<file path="config.mk">
export PLATFORM = sky130hd
export DESIGN_NAME = instruction_fetch
export DESIGN_NICKNAME = d
export VERILOG_FILES = /design/src/rtl/fetch_pkg.sv /design/src/rtl/fetch_fifo.sv /design/src/rtl/instruction_fetch.sv
export SDC_FILE = /design/constraint.sdc
export NUM_CORES = 1
export LEC_CHECK = 0
export ABC_AREA = 1
export CAP_MARGIN = 5
export CORE_AREA = 10 10 109 111
export DETAILED_ROUTE_END_ITERATION = 10
export DIE_AREA = 0 0 119 121
export HOLD_SLACK_MARGIN = 0.02
export PLACE_DENSITY = 0.87
export SLEW_MARGIN = 20
export SYNTH_ARGS = -nofsm -noshare
export SYNTH_HDL_FRONTEND = slang
export SYNTH_HIERARCHICAL = 1
export SYNTH_SLANG_ARGS = --single-unit
</file>
<file path="constraint.sdc">
create_clock -name clk -period 2.7 [get_ports clk]
set_input_delay 0.54 -clock clk [delete_from_list [all_inputs] [get_ports clk]]
set_output_delay 0.54 -clock clk [all_outputs]
set_load 0.01 [all_outputs]
</file>
<file path="src/rtl/fetch_pkg.sv">
// rtl/fetch_pkg.sv - shared types and constants for the instruction fetch unit
package fetch_pkg;

  localparam int unsigned ADDR_W  = 18;
  localparam int unsigned INSTR_W = 18;

  localparam logic [3:0]        FINISH_OP   = 4'b0110;
  localparam logic [1:0]        FETCH_DEPTH = 2'd2;
  localparam logic [ADDR_W-1:0] PC_STEP     = 18'd4;

  typedef enum logic [1:0] {
    IDLE  = 2'd0,
    FETCH = 2'd1,
    DRAIN = 2'd2,
    HALT  = 2'd3
  } fetch_state_t;

  // A FINISH word is identified purely by its top opcode nibble
  function automatic logic is_finish(input logic [INSTR_W-1:0] word);
    return word[INSTR_W-1:INSTR_W-4] == FINISH_OP;
  endfunction

endpackage

</file>
<file path="src/rtl/fetch_fifo.sv">
// rtl/fetch_fifo.sv - 2-entry shift FIFO of {instr, pc} between fetch and decode
module fetch_fifo
  import fetch_pkg::*;
(
  input  logic               clk,
  input  logic               reset,
  input  logic               push,
  input  logic               pop,
  input  logic               flush,
  input  logic [INSTR_W-1:0] push_instr,
  input  logic [ADDR_W-1:0]  push_pc,
  output logic [1:0]         count,
  output logic               head_valid,
  output logic [INSTR_W-1:0] head_instr,
  output logic [ADDR_W-1:0]  head_pc
);

  logic [INSTR_W-1:0] r_instr0, r_instr1;
  logic [ADDR_W-1:0]  r_pc0, r_pc1;
  logic [1:0]         r_count;
  logic               w_pop;
  logic               w_push;

  // Slot 0 is always the head; when the FIFO empties it keeps the last
  // delivered entry so decode sees stable instr/instr_pc values.
  assign w_pop  = pop && (r_count != 2'd0);
  assign w_push = push && ((r_count != FETCH_DEPTH) || w_pop);

  // Storage and occupancy update; flush drops contents but leaves data intact
  always_ff @(posedge clk or posedge reset) begin
    if (reset) begin
      r_instr0 <= '0;
      r_instr1 <= '0;
      r_pc0    <= '0;
      r_pc1    <= '0;
      r_count  <= 2'd0;
    end else if (flush) begin
      r_count <= 2'd0;
    end else begin
      if (w_pop) begin
        if (r_count == 2'd2) begin
          r_instr0 <= r_instr1;
          r_pc0    <= r_pc1;
          if (w_push) begin
            r_instr1 <= push_instr;
            r_pc1    <= push_pc;
          end
        end else if (w_push) begin
          r_instr0 <= push_instr;
          r_pc0    <= push_pc;
        end
      end else if (w_push) begin
        if (r_count == 2'd0) begin
          r_instr0 <= push_instr;
          r_pc0    <= push_pc;
        end else begin
          r_instr1 <= push_instr;
          r_pc1    <= push_pc;
        end
      end
      r_count <= r_count + {1'b0, w_push} - {1'b0, w_pop};
    end
  end

  assign count      = r_count;
  assign head_valid = (r_count != 2'd0);
  assign head_instr = r_instr0;
  assign head_pc    = r_pc0;

endmodule

</file>
<file path="src/rtl/instruction_fetch.sv">
// rtl/instruction_fetch.sv - program counter, fetch state machine and FINISH detection
module instruction_fetch
  import fetch_pkg::*;
(
  input  logic               clk,
  input  logic               reset,
  input  logic               start,
  output logic [ADDR_W-1:0]  imem_addr,
  input  logic [INSTR_W-1:0] imem_rd,
  output logic [INSTR_W-1:0] instr,
  output logic [ADDR_W-1:0]  instr_pc,
  output logic               instr_valid,
  input  logic               instr_ready,
  input  logic               redirect,
  input  logic [ADDR_W-1:0]  redirect_pc,
  output logic               busy,
  output logic               halted
);

  fetch_state_t      r_state;
  logic [ADDR_W-1:0] r_pc;

  logic [1:0]        w_count;
  logic              w_active;
  logic              w_redir;
  logic              w_start;
  logic              w_flush;
  logic              w_push;
  logic              w_pop;
  logic              w_finish_pop;
  logic [ADDR_W-1:0] w_target;

  // Redirect is honoured only while running; start only while stopped.
  // The fetch decision looks at the registered count so instr_ready never
  // reaches imem_addr combinationally.
  assign w_active     = (r_state == FETCH) || (r_state == DRAIN);
  assign w_redir      = redirect && w_active;
  assign w_start      = start && !w_active;
  assign w_flush      = w_redir || w_start;
  assign w_push       = (r_state == FETCH) && (w_count < FETCH_DEPTH) && !w_redir;
  assign w_pop        = instr_valid && instr_ready;
  assign w_finish_pop = w_pop && is_finish(instr);
  assign w_target     = redirect_pc & ~(ADDR_W'(3));

  // State and pc: redirect beats start, both beat normal fetch/drain progress
  always_ff @(posedge clk or posedge reset) begin
    if (reset) begin
      r_state <= IDLE;
      r_pc    <= '0;
    end else if (w_redir) begin
      r_state <= FETCH;
      r_pc    <= w_target;
    end else if (w_start) begin
      r_state <= FETCH;
      r_pc    <= '0;
    end else begin
      case (r_state)
        FETCH: begin
          if (w_push) begin
            if (is_finish(imem_rd)) begin
              r_state <= DRAIN;
            end else begin
              r_pc <= r_pc + PC_STEP;
            end
          end
        end
        DRAIN: begin
          if (w_finish_pop) begin
            r_state <= HALT;
          end
        end
        default: begin
          r_state <= r_state;
        end
      endcase
    end
  end

  fetch_fifo u_fifo (
    .clk        (clk),
    .reset      (reset),
    .push       (w_push),
    .pop        (w_pop),
    .flush      (w_flush),
    .push_instr (imem_rd),
    .push_pc    (r_pc),
    .count      (w_count),
    .head_valid (instr_valid),
    .head_instr (instr),
    .head_pc    (instr_pc)
  );

  assign imem_addr = r_pc;
  assign busy      = w_active;
  assign halted    = (r_state == HALT);

endmodule

</file>
==> out/metrics.cfg <==
[logic_synthesis]
syn_area_per_cell_sq_um=7.423
ys.warnings.count=6
ys_ff_latch=92
synth_seq_area_share_pct=46.57
synth.cell_area_sq_um=4943
synthCells=666
ys_types=35

[place]
place_area_sq_um=5956
portBuffers=93
place_hpwl_um=9542
dp.cells=876
gp_congestion=0.8529

[clock_network]
cts.sinks=92
post_cts_buffers=0
clock_latency_ps=370
path_clk_slew_ps=80
cts_hold_buf=0
cts_buffer_depth=2
cts_max_level=3
tritoncts=built
cts_root_buffer=clkbuf_8
cts_resized=0
numCtsBuffers=9

[final_layout]
final_cell_mix=nand2_1, nand3_1, clkdlybuf4s50_1
finalNetCount=801
area_growth_pct=24.50
fin_cells=893
layout_commonest_cell=nand2_1
final_cell_area_sq_um=6155
final_layout_size_suffix_gt1_share_pct=5.929
fillers=819

[routing]
post_drt_wl_per_cell_um=15.43
first_pass_iters=7
routed_wl_um=13780
drtAntennaViolNets=0
drcViolationCount=0
drtIter0Drc=476
viasPerCell=5.250
dr_total_vias=4688

[timing]
slew-limit-headroom_pct=51.49
fin_crit_ps=2371
tns_ps=0
finalClockSkew_ps=8.650
fmax_mhz=421.8
worst_slew_pin_slew_ps=726.9
final-hold-violation-count=0
setup_viol=0
slew_viol_final=0
rsz0062_at_grt=no
fin_crit_sh_pct=87.82
hold_ws_ps=476.2

[worst_hold_path]
hold_class=flip-flop to flip-flop

[worst_setup_path]
crit_fanout=4
cp_data_arrival_time_ps=1830
cp_data_required_time_ps=2160
worstSetupStartpointType=flip-flop
end_kind=primary output
critPathKind=flip-flop to primary output

[floorplanning]
boundaryPins=98
rows=36
start_util_pct=51.29
coreArea_sq_um=9639
die_w_um=119
die_h_um=121
dieArea_sq_um=14400

[run]
maxCapViolations=0

[global_route]
gr-usage-all-layers_pct=19.52
grt_overflow=0
antenna_found_initial=1
grt_max_degree=46
grt_pass1_vias=4652
grt_pass1_wl_um=23190

[pwr]
ir_worst_vdd_v=0.0005141
p_per_area_nw_per_um2=1130
total_power_mw=6.956
p_leak_nw=3.173

[run_status]
outcome=complete, no violations

==> cell families after synthesis <==
kind of cell / after synthesis / synth area share [%]
xor+xnor: 1 / 0.1772
compound gates: 37 / 4.910
flops: 92 / 46.57
buf+inv: 63 / 6.682
fa+ha+maj: 6 / 1.519
simple gates: 466 / 40.07
other cells: 1 / 0.07586
==> critical path: stages (launching register included) <==
cell and delay, ps:
dfrtp_1 400, inv_1 60, ha_1 340, inv_2 110, clkdlybuf4s50_1 550
==> stage by stage <==
stage	util, %	setup slack (ps)
6_report	63.85	329.0
5_1_grt	63.85	188.0
4_1_cts	63.82	308.9
3_5_place_dp	61.79	285.0
3_3_place_gp	61.79	356.0
2_1_floorplan	-	278.4
==> flip-flops by register name, indices dropped and copies added, names as in the netlist <==
| name | count |
|---|---|
| u_fifo/head_instr | 18 |
| u_fifo/count | 2 |
| imem_addr | 16 |
| r_state | 2 |
| u_fifo/head_pc | 18 |
| u_fifo/r_instr1 | 18 |
| u_fifo/r_pc1 | 18 |
==> cell type report <==
class | instances | area [sq um] | area share (%)
flip-flops and latches | 92 | 2302 | 37.41
inverters | 31 | 118.9 | 1.931
diodes | 1 | 2.502 | 0.04066
well taps | 133 | 166.4 | 2.704
clock buffers | 15 | 166.4 | 2.704
repair buffers | 104 | 1039 | 16.87
clock inverters | 1 | 30.03 | 0.4879
multi-input cells | 516 | 2330 | 37.85
==> final timing paths <==
path	start	cells past startpoint	slack (ps)	endpoint
min in group asynchronous	reset	3	640	u_fifo/count[1]
min	u_fifo/r_instr1[10]	2	480	u_fifo/r_instr1[10]
max in group asynchronous	reset	2	1570	imem_addr[7]
min reg2reg	u_fifo/r_instr1[10]	2	480	u_fifo/r_instr1[10]
max	r_state[0]	4	330	busy
max reg2reg	r_state[0]	11	370	u_fifo/r_instr1[16]
==> Yosys cell counts <==
library cell  number  area share (%)
a22oi_1            1            0.15
nand2_2            1            0.13
ha_1               6             1.5
inv_1             26             2.0
nand2_4            4            0.91
buf_2             16             1.6
nand2_1          319              24
clkbuf_1           2            0.15
a21boi_1           1            0.15
buf_8              1            0.30
nand3_2            3            0.61
buf_6              4            0.91
o21ai_0            3            0.30
inv_2              4            0.30
nand3b_1           1            0.15
xor2_1             1            0.18
nor3_1             1            0.10
o211ai_1           3            0.46
o21bai_1           7             1.1
dfrtp_1           92              47
inv_4              1            0.13
nand4_1            5            0.63
nor2_8             1            0.40
nor2_2             3            0.38
nand3_1           93             9.4
a31oi_2            1            0.25
o21ai_1            2            0.20
conb_1             1           0.076
buf_1              1           0.076
buf_4              8             1.2
nor2_4             3            0.68
a21oi_1           11             1.1
nor2_1            32             2.4
o31ai_1            2            0.30
a21boi_0           6            0.91
==> metal layers <==
metal | vias up | wire, um | part of all wire (%) | GRT usage [%]
met5 | - | 0 | 0 | 0
met1 | 2207 | 5895 | 43 | 24.59
met4 | 0 | 215 | 1.6 | 6.947
met3 | 19 | 889 | 6.5 | 5.212
met2 | 183 | 6782 | 49 | 31.64
li1 | 2279 | - | - | -
==> power breakdown <==
group / switching [mW] / internal [mW] / total (mW)
Sequential: 0.537 / 1.98 / 2.52
Combinational: 2.03 / 1.45 / 3.48
Clock: 0.475 / 0.482 / 0.957
Total: 3.04 / 3.92 / 6.96
Power figures use the tool's default switching activity.
